## src/rtl/mem_stage_if.sv

```systemverilog
// Word-wide data-memory request/ready bus between the MEM stage and data memory.
interface mem_stage_if;
  logic        dmem_req;
  logic        dmem_we;
  logic [31:0] dmem_addr;
  logic [31:0] dmem_wdata;
  logic [3:0]  dmem_wstrb;
  logic        dmem_ready;
  logic [31:0] dmem_rdata;

  modport master (
    output dmem_req, dmem_we, dmem_addr, dmem_wdata, dmem_wstrb,
    input  dmem_ready, dmem_rdata
  );

  modport slave (
    input  dmem_req, dmem_we, dmem_addr, dmem_wdata, dmem_wstrb,
    output dmem_ready, dmem_rdata
  );
endinterface

```

## src/rtl/mem_stage.sv

```systemverilog
// MEM stage of the 5-stage RISC-V core: issues data-memory requests, stalls on
// wait states, flags misaligned/timed-out accesses and writes the MEM/WB register.
module mem_stage #(
  parameter int unsigned TIMEOUT_CYCLES = 16
) (
  input  logic        clk,
  input  logic        reset_n,
  input  logic        hazard_flush,
  input  logic        EX_MEM_enable_out,
  input  logic [31:0] EX_MEM_PC,
  input  logic [31:0] EX_MEM_ALUResult,
  input  logic [31:0] EX_MEM_WriteData,
  input  logic [4:0]  EX_MEM_Rd,
  input  logic        EX_MEM_MemRead,
  input  logic        EX_MEM_MemWrite,
  input  logic        EX_MEM_MemToReg,
  input  logic        EX_MEM_RegWrite,
  mem_stage_if.master dmem,
  output logic        mem_stall_req,
  output logic [31:0] MEM_WB_PC,
  output logic [31:0] MEM_WB_ALUResult,
  output logic [31:0] MEM_WB_ReadData,
  output logic [4:0]  MEM_WB_Rd,
  output logic        MEM_WB_MemToReg,
  output logic        MEM_WB_RegWrite,
  output logic        MEM_WB_enable_out,
  output logic        MEM_misaligned,
  output logic        MEM_bus_error,
  output logic [31:0] MEM_error_addr
);

  typedef enum logic {IDLE, BUSY} state_e;

  localparam logic       TO_EN   = (TIMEOUT_CYCLES != 0);
  localparam logic [7:0] TO_LAST = (TIMEOUT_CYCLES == 0) ? 8'd0 : 8'(TIMEOUT_CYCLES - 1);

  state_e      state_q, state_d;
  logic        req_q, req_d, we_q, we_d;
  logic [31:0] addr_q, addr_d, wdata_q, wdata_d;
  logic [3:0]  wstrb_q, wstrb_d;
  logic [7:0]  cnt_q, cnt_d;
  logic        squash_q, squash_d;
  logic [31:0] h_pc_q, h_pc_d, h_alu_q, h_alu_d;
  logic [4:0]  h_rd_q, h_rd_d;
  logic        h_m2r_q, h_m2r_d, h_rw_q, h_rw_d;
  logic [31:0] wb_pc_q, wb_pc_d, wb_alu_q, wb_alu_d, wb_rdata_q, wb_rdata_d;
  logic [4:0]  wb_rd_q, wb_rd_d;
  logic        wb_m2r_q, wb_m2r_d, wb_rw_q, wb_rw_d, wb_en_q, wb_en_d;
  logic        mis_q, mis_d, berr_q, berr_d;
  logic [31:0] err_addr_q, err_addr_d;

  logic mem_op, misaligned, aligned_op, done, abort, squash;

  assign mem_op     = EX_MEM_enable_out & (EX_MEM_MemRead | EX_MEM_MemWrite);
  assign misaligned = mem_op & (|EX_MEM_ALUResult[1:0]);
  assign aligned_op = mem_op & ~misaligned;
  assign done       = (state_q == BUSY) & dmem.dmem_ready;
  assign abort      = (state_q == BUSY) & ~dmem.dmem_ready & TO_EN & (cnt_q == TO_LAST);
  assign squash     = squash_q | hazard_flush;

  assign mem_stall_req = ((state_q == IDLE) & aligned_op & ~hazard_flush) |
                         ((state_q == BUSY) & ~dmem.dmem_ready & ~abort);

  always_ff @(posedge clk or negedge reset_n) begin
    if (!reset_n) state_q <= IDLE;
    else          state_q <= state_d;
  end

  always_comb begin
    state_d = state_q;
    case (state_q)
      IDLE: if (!hazard_flush && aligned_op) state_d = BUSY;
      BUSY: if (done || abort)               state_d = IDLE;
      default: state_d = IDLE;
    endcase
  end

  always_comb begin
    req_d = req_q;  we_d = we_q;  addr_d = addr_q;  wdata_d = wdata_q;
    wstrb_d = wstrb_q;  cnt_d = cnt_q;  squash_d = squash_q;
    h_pc_d = h_pc_q;  h_alu_d = h_alu_q;  h_rd_d = h_rd_q;
    h_m2r_d = h_m2r_q;  h_rw_d = h_rw_q;
    wb_pc_d = wb_pc_q;  wb_alu_d = wb_alu_q;  wb_rdata_d = wb_rdata_q;
    wb_rd_d = wb_rd_q;  wb_m2r_d = wb_m2r_q;  wb_rw_d = wb_rw_q;  wb_en_d = wb_en_q;
    mis_d = 1'b0;  berr_d = 1'b0;  err_addr_d = err_addr_q;
    case (state_q)
      IDLE: begin
        if (hazard_flush) begin
          wb_en_d = 1'b0;
          wb_rw_d = 1'b0;
        end else if (EX_MEM_enable_out && !mem_op) begin
          wb_pc_d = EX_MEM_PC;  wb_alu_d = EX_MEM_ALUResult;  wb_rd_d = EX_MEM_Rd;
          wb_m2r_d = EX_MEM_MemToReg;  wb_rw_d = EX_MEM_RegWrite;
          wb_rdata_d = '0;  wb_en_d = 1'b1;
        end else if (misaligned) begin
          wb_pc_d = EX_MEM_PC;  wb_alu_d = EX_MEM_ALUResult;  wb_rd_d = EX_MEM_Rd;
          wb_m2r_d = EX_MEM_MemToReg;  wb_rw_d = 1'b0;
          wb_rdata_d = '0;  wb_en_d = 1'b1;
          mis_d = 1'b1;  err_addr_d = EX_MEM_ALUResult;
        end else if (aligned_op) begin
          // Both MemRead and MemWrite set resolves to a store.
          req_d = 1'b1;  we_d = EX_MEM_MemWrite;
          addr_d = {EX_MEM_ALUResult[31:2], 2'b00};
          wdata_d = EX_MEM_WriteData;
          wstrb_d = EX_MEM_MemWrite ? 4'hF : 4'h0;
          cnt_d = '0;  squash_d = 1'b0;  wb_en_d = 1'b0;
          h_pc_d = EX_MEM_PC;  h_alu_d = EX_MEM_ALUResult;  h_rd_d = EX_MEM_Rd;
          h_m2r_d = EX_MEM_MemToReg;  h_rw_d = EX_MEM_RegWrite;
        end else begin
          wb_en_d = 1'b0;
        end
      end
      BUSY: begin
        squash_d = squash;
        if (done || abort) begin
          req_d = 1'b0;
          squash_d = 1'b0;
          if (squash) begin
            wb_en_d = 1'b0;
            wb_rw_d = 1'b0;
          end else begin
            wb_pc_d = h_pc_q;  wb_alu_d = h_alu_q;  wb_rd_d = h_rd_q;
            wb_m2r_d = h_m2r_q;  wb_en_d = 1'b1;
            wb_rdata_d = (done && !we_q) ? dmem.dmem_rdata : '0;
            wb_rw_d = done ? h_rw_q : 1'b0;
            if (abort) begin
              berr_d = 1'b1;
              err_addr_d = h_alu_q;
            end
          end
        end
        if (!done) cnt_d = cnt_q + 8'd1;
      end
      default: ;
    endcase
  end

  always_ff @(posedge clk or negedge reset_n) begin
    if (!reset_n) begin
      req_q <= 1'b0;  we_q <= 1'b0;  addr_q <= '0;  wdata_q <= '0;  wstrb_q <= '0;
      cnt_q <= '0;  squash_q <= 1'b0;
      h_pc_q <= '0;  h_alu_q <= '0;  h_rd_q <= '0;  h_m2r_q <= 1'b0;  h_rw_q <= 1'b0;
      wb_pc_q <= '0;  wb_alu_q <= '0;  wb_rdata_q <= '0;  wb_rd_q <= '0;
      wb_m2r_q <= 1'b0;  wb_rw_q <= 1'b0;  wb_en_q <= 1'b0;
      mis_q <= 1'b0;  berr_q <= 1'b0;  err_addr_q <= '0;
    end else begin
      req_q <= req_d;  we_q <= we_d;  addr_q <= addr_d;  wdata_q <= wdata_d;  wstrb_q <= wstrb_d;
      cnt_q <= cnt_d;  squash_q <= squash_d;
      h_pc_q <= h_pc_d;  h_alu_q <= h_alu_d;  h_rd_q <= h_rd_d;  h_m2r_q <= h_m2r_d;  h_rw_q <= h_rw_d;
      wb_pc_q <= wb_pc_d;  wb_alu_q <= wb_alu_d;  wb_rdata_q <= wb_rdata_d;  wb_rd_q <= wb_rd_d;
      wb_m2r_q <= wb_m2r_d;  wb_rw_q <= wb_rw_d;  wb_en_q <= wb_en_d;
      mis_q <= mis_d;  berr_q <= berr_d;  err_addr_q <= err_addr_d;
    end
  end

  assign dmem.dmem_req   = req_q;
  assign dmem.dmem_we    = we_q;
  assign dmem.dmem_addr  = addr_q;
  assign dmem.dmem_wdata = wdata_q;
  assign dmem.dmem_wstrb = wstrb_q;

  assign MEM_WB_PC         = wb_pc_q;
  assign MEM_WB_ALUResult  = wb_alu_q;
  assign MEM_WB_ReadData   = wb_rdata_q;
  assign MEM_WB_Rd         = wb_rd_q;
  assign MEM_WB_MemToReg   = wb_m2r_q;
  assign MEM_WB_RegWrite   = wb_rw_q;
  assign MEM_WB_enable_out = wb_en_q;
  assign MEM_misaligned    = mis_q;
  assign MEM_bus_error     = berr_q;
  assign MEM_error_addr    = err_addr_q;

endmodule

```

## src/flat_wrapper.sv

```systemverilog
// flat-port wrapper written by rule: the top's interface ports become plain ports
module mem_stage_flat 
#(
  parameter int unsigned TIMEOUT_CYCLES = 16
)
  (clk, reset_n, hazard_flush, EX_MEM_enable_out, EX_MEM_PC, EX_MEM_ALUResult, EX_MEM_WriteData, EX_MEM_Rd, EX_MEM_MemRead, EX_MEM_MemWrite, EX_MEM_MemToReg, EX_MEM_RegWrite, mem_stall_req, MEM_WB_PC, MEM_WB_ALUResult, MEM_WB_ReadData, MEM_WB_Rd, MEM_WB_MemToReg, MEM_WB_RegWrite, MEM_WB_enable_out, MEM_misaligned, MEM_bus_error, MEM_error_addr, dmem_dmem_req, dmem_dmem_we, dmem_dmem_addr, dmem_dmem_wdata, dmem_dmem_wstrb, dmem_dmem_ready, dmem_dmem_rdata);
  mem_stage_if dmem_i ();
  input  logic clk;
  input  logic reset_n;
  input  logic hazard_flush;
  input  logic EX_MEM_enable_out;
  input  logic [31:0] EX_MEM_PC;
  input  logic [31:0] EX_MEM_ALUResult;
  input  logic [31:0] EX_MEM_WriteData;
  input  logic [4:0] EX_MEM_Rd;
  input  logic EX_MEM_MemRead;
  input  logic EX_MEM_MemWrite;
  input  logic EX_MEM_MemToReg;
  input  logic EX_MEM_RegWrite;
  output logic mem_stall_req;
  output logic [31:0] MEM_WB_PC;
  output logic [31:0] MEM_WB_ALUResult;
  output logic [31:0] MEM_WB_ReadData;
  output logic [4:0] MEM_WB_Rd;
  output logic MEM_WB_MemToReg;
  output logic MEM_WB_RegWrite;
  output logic MEM_WB_enable_out;
  output logic MEM_misaligned;
  output logic MEM_bus_error;
  output logic [31:0] MEM_error_addr;
  output wire logic [$bits(dmem_i.dmem_req)-1:0] dmem_dmem_req;
  output wire logic [$bits(dmem_i.dmem_we)-1:0] dmem_dmem_we;
  output wire logic [$bits(dmem_i.dmem_addr)-1:0] dmem_dmem_addr;
  output wire logic [$bits(dmem_i.dmem_wdata)-1:0] dmem_dmem_wdata;
  output wire logic [$bits(dmem_i.dmem_wstrb)-1:0] dmem_dmem_wstrb;
  input wire logic [$bits(dmem_i.dmem_ready)-1:0] dmem_dmem_ready;
  input wire logic [$bits(dmem_i.dmem_rdata)-1:0] dmem_dmem_rdata;
  assign dmem_dmem_req = dmem_i.dmem_req;
  assign dmem_dmem_we = dmem_i.dmem_we;
  assign dmem_dmem_addr = dmem_i.dmem_addr;
  assign dmem_dmem_wdata = dmem_i.dmem_wdata;
  assign dmem_dmem_wstrb = dmem_i.dmem_wstrb;
  assign dmem_i.dmem_ready = dmem_dmem_ready;
  assign dmem_i.dmem_rdata = dmem_dmem_rdata;
  mem_stage #(.TIMEOUT_CYCLES(TIMEOUT_CYCLES)) u_core (.clk(clk), .reset_n(reset_n), .hazard_flush(hazard_flush), .EX_MEM_enable_out(EX_MEM_enable_out), .EX_MEM_PC(EX_MEM_PC), .EX_MEM_ALUResult(EX_MEM_ALUResult), .EX_MEM_WriteData(EX_MEM_WriteData), .EX_MEM_Rd(EX_MEM_Rd), .EX_MEM_MemRead(EX_MEM_MemRead), .EX_MEM_MemWrite(EX_MEM_MemWrite), .EX_MEM_MemToReg(EX_MEM_MemToReg), .EX_MEM_RegWrite(EX_MEM_RegWrite), .dmem(dmem_i), .mem_stall_req(mem_stall_req), .MEM_WB_PC(MEM_WB_PC), .MEM_WB_ALUResult(MEM_WB_ALUResult), .MEM_WB_ReadData(MEM_WB_ReadData), .MEM_WB_Rd(MEM_WB_Rd), .MEM_WB_MemToReg(MEM_WB_MemToReg), .MEM_WB_RegWrite(MEM_WB_RegWrite), .MEM_WB_enable_out(MEM_WB_enable_out), .MEM_misaligned(MEM_misaligned), .MEM_bus_error(MEM_bus_error), .MEM_error_addr(MEM_error_addr));
endmodule
```

## config.mk

```make
export PLATFORM = sky130hd
export DESIGN_NAME = mem_stage_flat
export DESIGN_NICKNAME = d
export VERILOG_FILES = /design/src/rtl/mem_stage_if.sv /design/src/rtl/mem_stage.sv /design/src/flat_wrapper.sv
export SDC_FILE = /design/constraint.sdc
export NUM_CORES = 1
export LEC_CHECK = 0
export BUFFER_PORTS_ARGS = -buffer_cell sky130_fd_sc_hd__buf_2
export CAP_MARGIN = 25
export CORE_MARGIN = 5
export CORE_UTILIZATION = 45
export CTS_CLUSTER_SIZE = 24
export DETAILED_ROUTE_END_ITERATION = 16
export HOLD_SLACK_MARGIN = 0.02
export PLACE_DENSITY = 0.77
export SYNTH_ARGS = -nofsm -noshare
export SYNTH_HDL_FRONTEND = slang
export SYNTH_SLANG_ARGS = --single-unit
```

## constraint.sdc

```tcl
create_clock -name clk -period 2 [get_ports clk]
set_input_delay 0.2 -clock clk [delete_from_list [all_inputs] [get_ports clk]]
set_output_delay 0.2 -clock clk [all_outputs]
set_load 0.005 [all_outputs]
```

==> impl_metrics.yaml <==
floorplan:
  dieArea_sq_mm: 0.0283
  std_cell_rows: 57
  core_sq_mm: 0.0245
  die-height_um: 168
  die_w_um: 168
  start_util_pct: 46.0
  ioPinCount: 351
logic_synthesis:
  netlist.area_leader.share_pct: 56.3
  synth_cell_types: 42
  synth_xor_xnor_area_share_pct: 0.545
  synth_cells: 769
  synthArstFlopShare_pct: 100
  synth_simple_gate_area_share_pct: 3.30
  muxShareOfSynthArea_pct: 32.6
  synth.most_common_cell: "dfrtp_1"
  synthAdderAreaFrac_pct: 0.111
  synthTopCellsByCount: "dfrtp_1 (253), mux2_2 (170), mux2_4 (66)"
  synth_flop_cell: "dfrtp_1"
  synth_top_family_by_area: "multiplexers"
  ys.warnings.count: 0
  synth_edf_count: 0
  syn-cell-area_sq_mm: 0.0112
  ys_ff_latch: 253
  synth_area_leaders: "dfrtp_1 (56%), mux2_2 (17%), mux2_4 (8.8%)"
  synth_compound_area_share_pct: 1.16
  ys_seq_area_share_pct: 56.3
  synth_area_per_cell_sq_um: 14.6
  yosys.area.top_type: "dfrtp_1"
routing:
  wl_um: 33100
  routedWlPerCell_um: 20.4
  dr.pass1.iters: 4
  drt_iter0_drc: 376
  detail-route-antenna-nets: 0
  vias: 8058
  drc: 0
  vias_per_cell: 4.97
cts:
  cts_root_buf: "clkbuf_16"
  cts.clk_slew.worst_paths_ns: 0.06
  cts_sinks: 253
  cts_max_level: 1
  cts_tree: "built"
  clk_latency_ns: 0.54
  cts_buffers: 28
  cts_buffer_depth: 3
final_layout:
  drive_gt1_share_pct: 54.4
  syn_to_final_growth_pct: 44.4
  fin_nets: 1425
  fillers: 1670
  multi_input_area_sq_mm: 0.00440
  register_area_sq_mm: 0.00633
  finish.utilization_pct: 66.4
placed_design:
  io_buffers: 348
  pre_cts_ws_ns: 0.0240
  hpwl_um: 19600
  gp_congestion: 0.806
power:
  power.leakage_nw: 7.97
  total_power_mw: 15.4
  powerDensity_mw_per_mm2: 948
  ir_drop_uv: 706
worst_hold_path:
  hp-class: "in -> reg"
critical_path:
  worstSetupPathType: "reg -> out"
  cp.required_ns: 1.80
  worstSetupStartpointType: "flop"
  crit_fanout: 2
  endpoint_kind: "primary output"
  critPathArrivalTime_ns: 1.97
run_status:
  status: "finished, violations left"
  violations: "negative setup slack"
sta:
  clock_skew_ns: 0.0226
  max_freq_mhz: 460
  setup_violations: 105
  setup_tns_ns: -2.00
  rsz0062_at_grt: "yes"
  timing.final.crit_share_pct: 109
  layout_setup_ws_ns: -0.173
  final_max_slew_viol_count: 0
  min_period_ns: 2.17
  hold_violations: 0
global_route:
  grt_max_degree: 56
  grt_pass1_wl_um: 49500
  antenna_found_initial: 2
  grt_overflow: 0
  grt_pass1_vias: 9020
  grt_usage_pct: 21.6
run:
  cap_violations: 0
## per-layer routing
metal	vias to the layer above	GRT usage (%)	part of all wire (%)	routed length, um
met5	-	0	0	0
met2	293	38.0	50	16500
met1	4055	26.2	41	13400
met4	0	7.52	3.2	1070
li1	3638	-	-	-
met3	72	4.92	6.3	2100
## layout make-up
| class | count | area share, % |
|---|---|---|
| Clock buffer | 39 | 4.63 |
| Tap cell | 324 | 2.50 |
| Clock inverter | 4 | 0.347 |
| Multi-Input combinational cell | 408 | 27.1 |
| Antenna cell | 2 | 0.0308 |
| Sequential cell | 253 | 39.0 |
| Inverter | 34 | 0.786 |
| Timing Repair Buffer | 557 | 25.6 |
## final timing paths
path | startpoint | endpoint | slack, ns | cells after the start
worst max-delay path | u_core.state_q | mem_stall_req | -0.17 | 6
worst min-delay path | EX_MEM_enable_out | u_core.MEM_misaligned | 0.09 | 4
worst max register to register | u_core.state_q | u_core.h_alu_q[12] | -0.05 | 7
worst min register to register | u_core.MEM_WB_ALUResult[0] | u_core.MEM_WB_ALUResult[0] | 0.48 | 1
max in group asynchronous | reset_n | u_core.h_pc_q[21] | 1.11 | 3
min in group asynchronous | reset_n | u_core.dmem.dmem_wdata[22] | 0.19 | 2
## sequential cells by signal, indices dropped and copies added (netlist names), 5 cells and up
signal,count
u_core.MEM_WB_ALUResult,32
u_core.MEM_WB_PC,32
u_core.MEM_WB_Rd,5
u_core.MEM_WB_ReadData,32
u_core.MEM_error_addr,32
u_core.cnt_q,8
u_core.dmem.dmem_wdata,32
u_core.h_alu_q,31
u_core.h_pc_q,32
u_core.h_rd_q,5
## per-stage QoR
stage / hold WS [ns] / cells / instance area (sq um)
after floorplan: -0.0956 / 770 / 11200
after global placement: 0.159 / 1411 / 13400
after detailed placement: 0.164 / 1411 / 13400
after CTS: 0.0529 / 1601 / 15800
after global routing: 0.0798 / 1621 / 16200
final: 0.0921 / 1621 / 16200
## power breakdown
group | switching [mW] | internal (mW)
registers | 0.680 | 6.25
clock network | 1.96 | 2.71
logic | 1.46 | 2.33
total | 4.10 | 11.3
## repair_timing
item / in CTS / in global routing
hold endpoints to repair: 307 / 0
gates cloned: 3 / 15
endpoints found under the setup margin: 2 / 229
hold buffers: 136 / 0
pin swaps: 4 / 3
resized for setup: 27 / 33
setup buffers: 8 / 8
## kinds of logic (layout without fill, tap and decap cells)
kind of cell / count (synthesis) / in the layout
AOI/OAI and AO/OA: 14 / 14
xor gates and xnor gates: 7 / 7
adders and majority gates: 1 / 1
buffers and inverters: 109 / 634
DFF: 253 / 253
muxes: 307 / 307
other: 1 / 4
and+or+nand+nor: 77 / 77
## layout by cell type (no fill, tap or decap), types with 2 or more instances in the layout
master and n:
clkbuf_1 10, clkinv_2 2, mux2_4 98, mux2_2 139, xor2_1 6, buf_6 12
a2bb2oi_1 2, nand4_1 5, buf_2 346, conb_1 2, clkbuf_16 38, inv_1 34
nand2_1 43, o221ai_1 2, dfrtp_1 252, dlygate4sd3_1 136, nor2b_1 2, buf_16 5
nor2_1 12, and3_1 2, mux2i_1 32, buf_4 33, buf_12 14, and2_1 2
mux2_1 37, diode_2 2
## worst max-delay path: stages (launching register included)
cell and delay (ns):
dfrtp_4 0.48, nor2_4 0.14, nand2_2 0.06, or4_4 0.45, buf_16 0.16, nand2_4 0.06, buf_6 0.09
(Power assumes the default switching activity.)
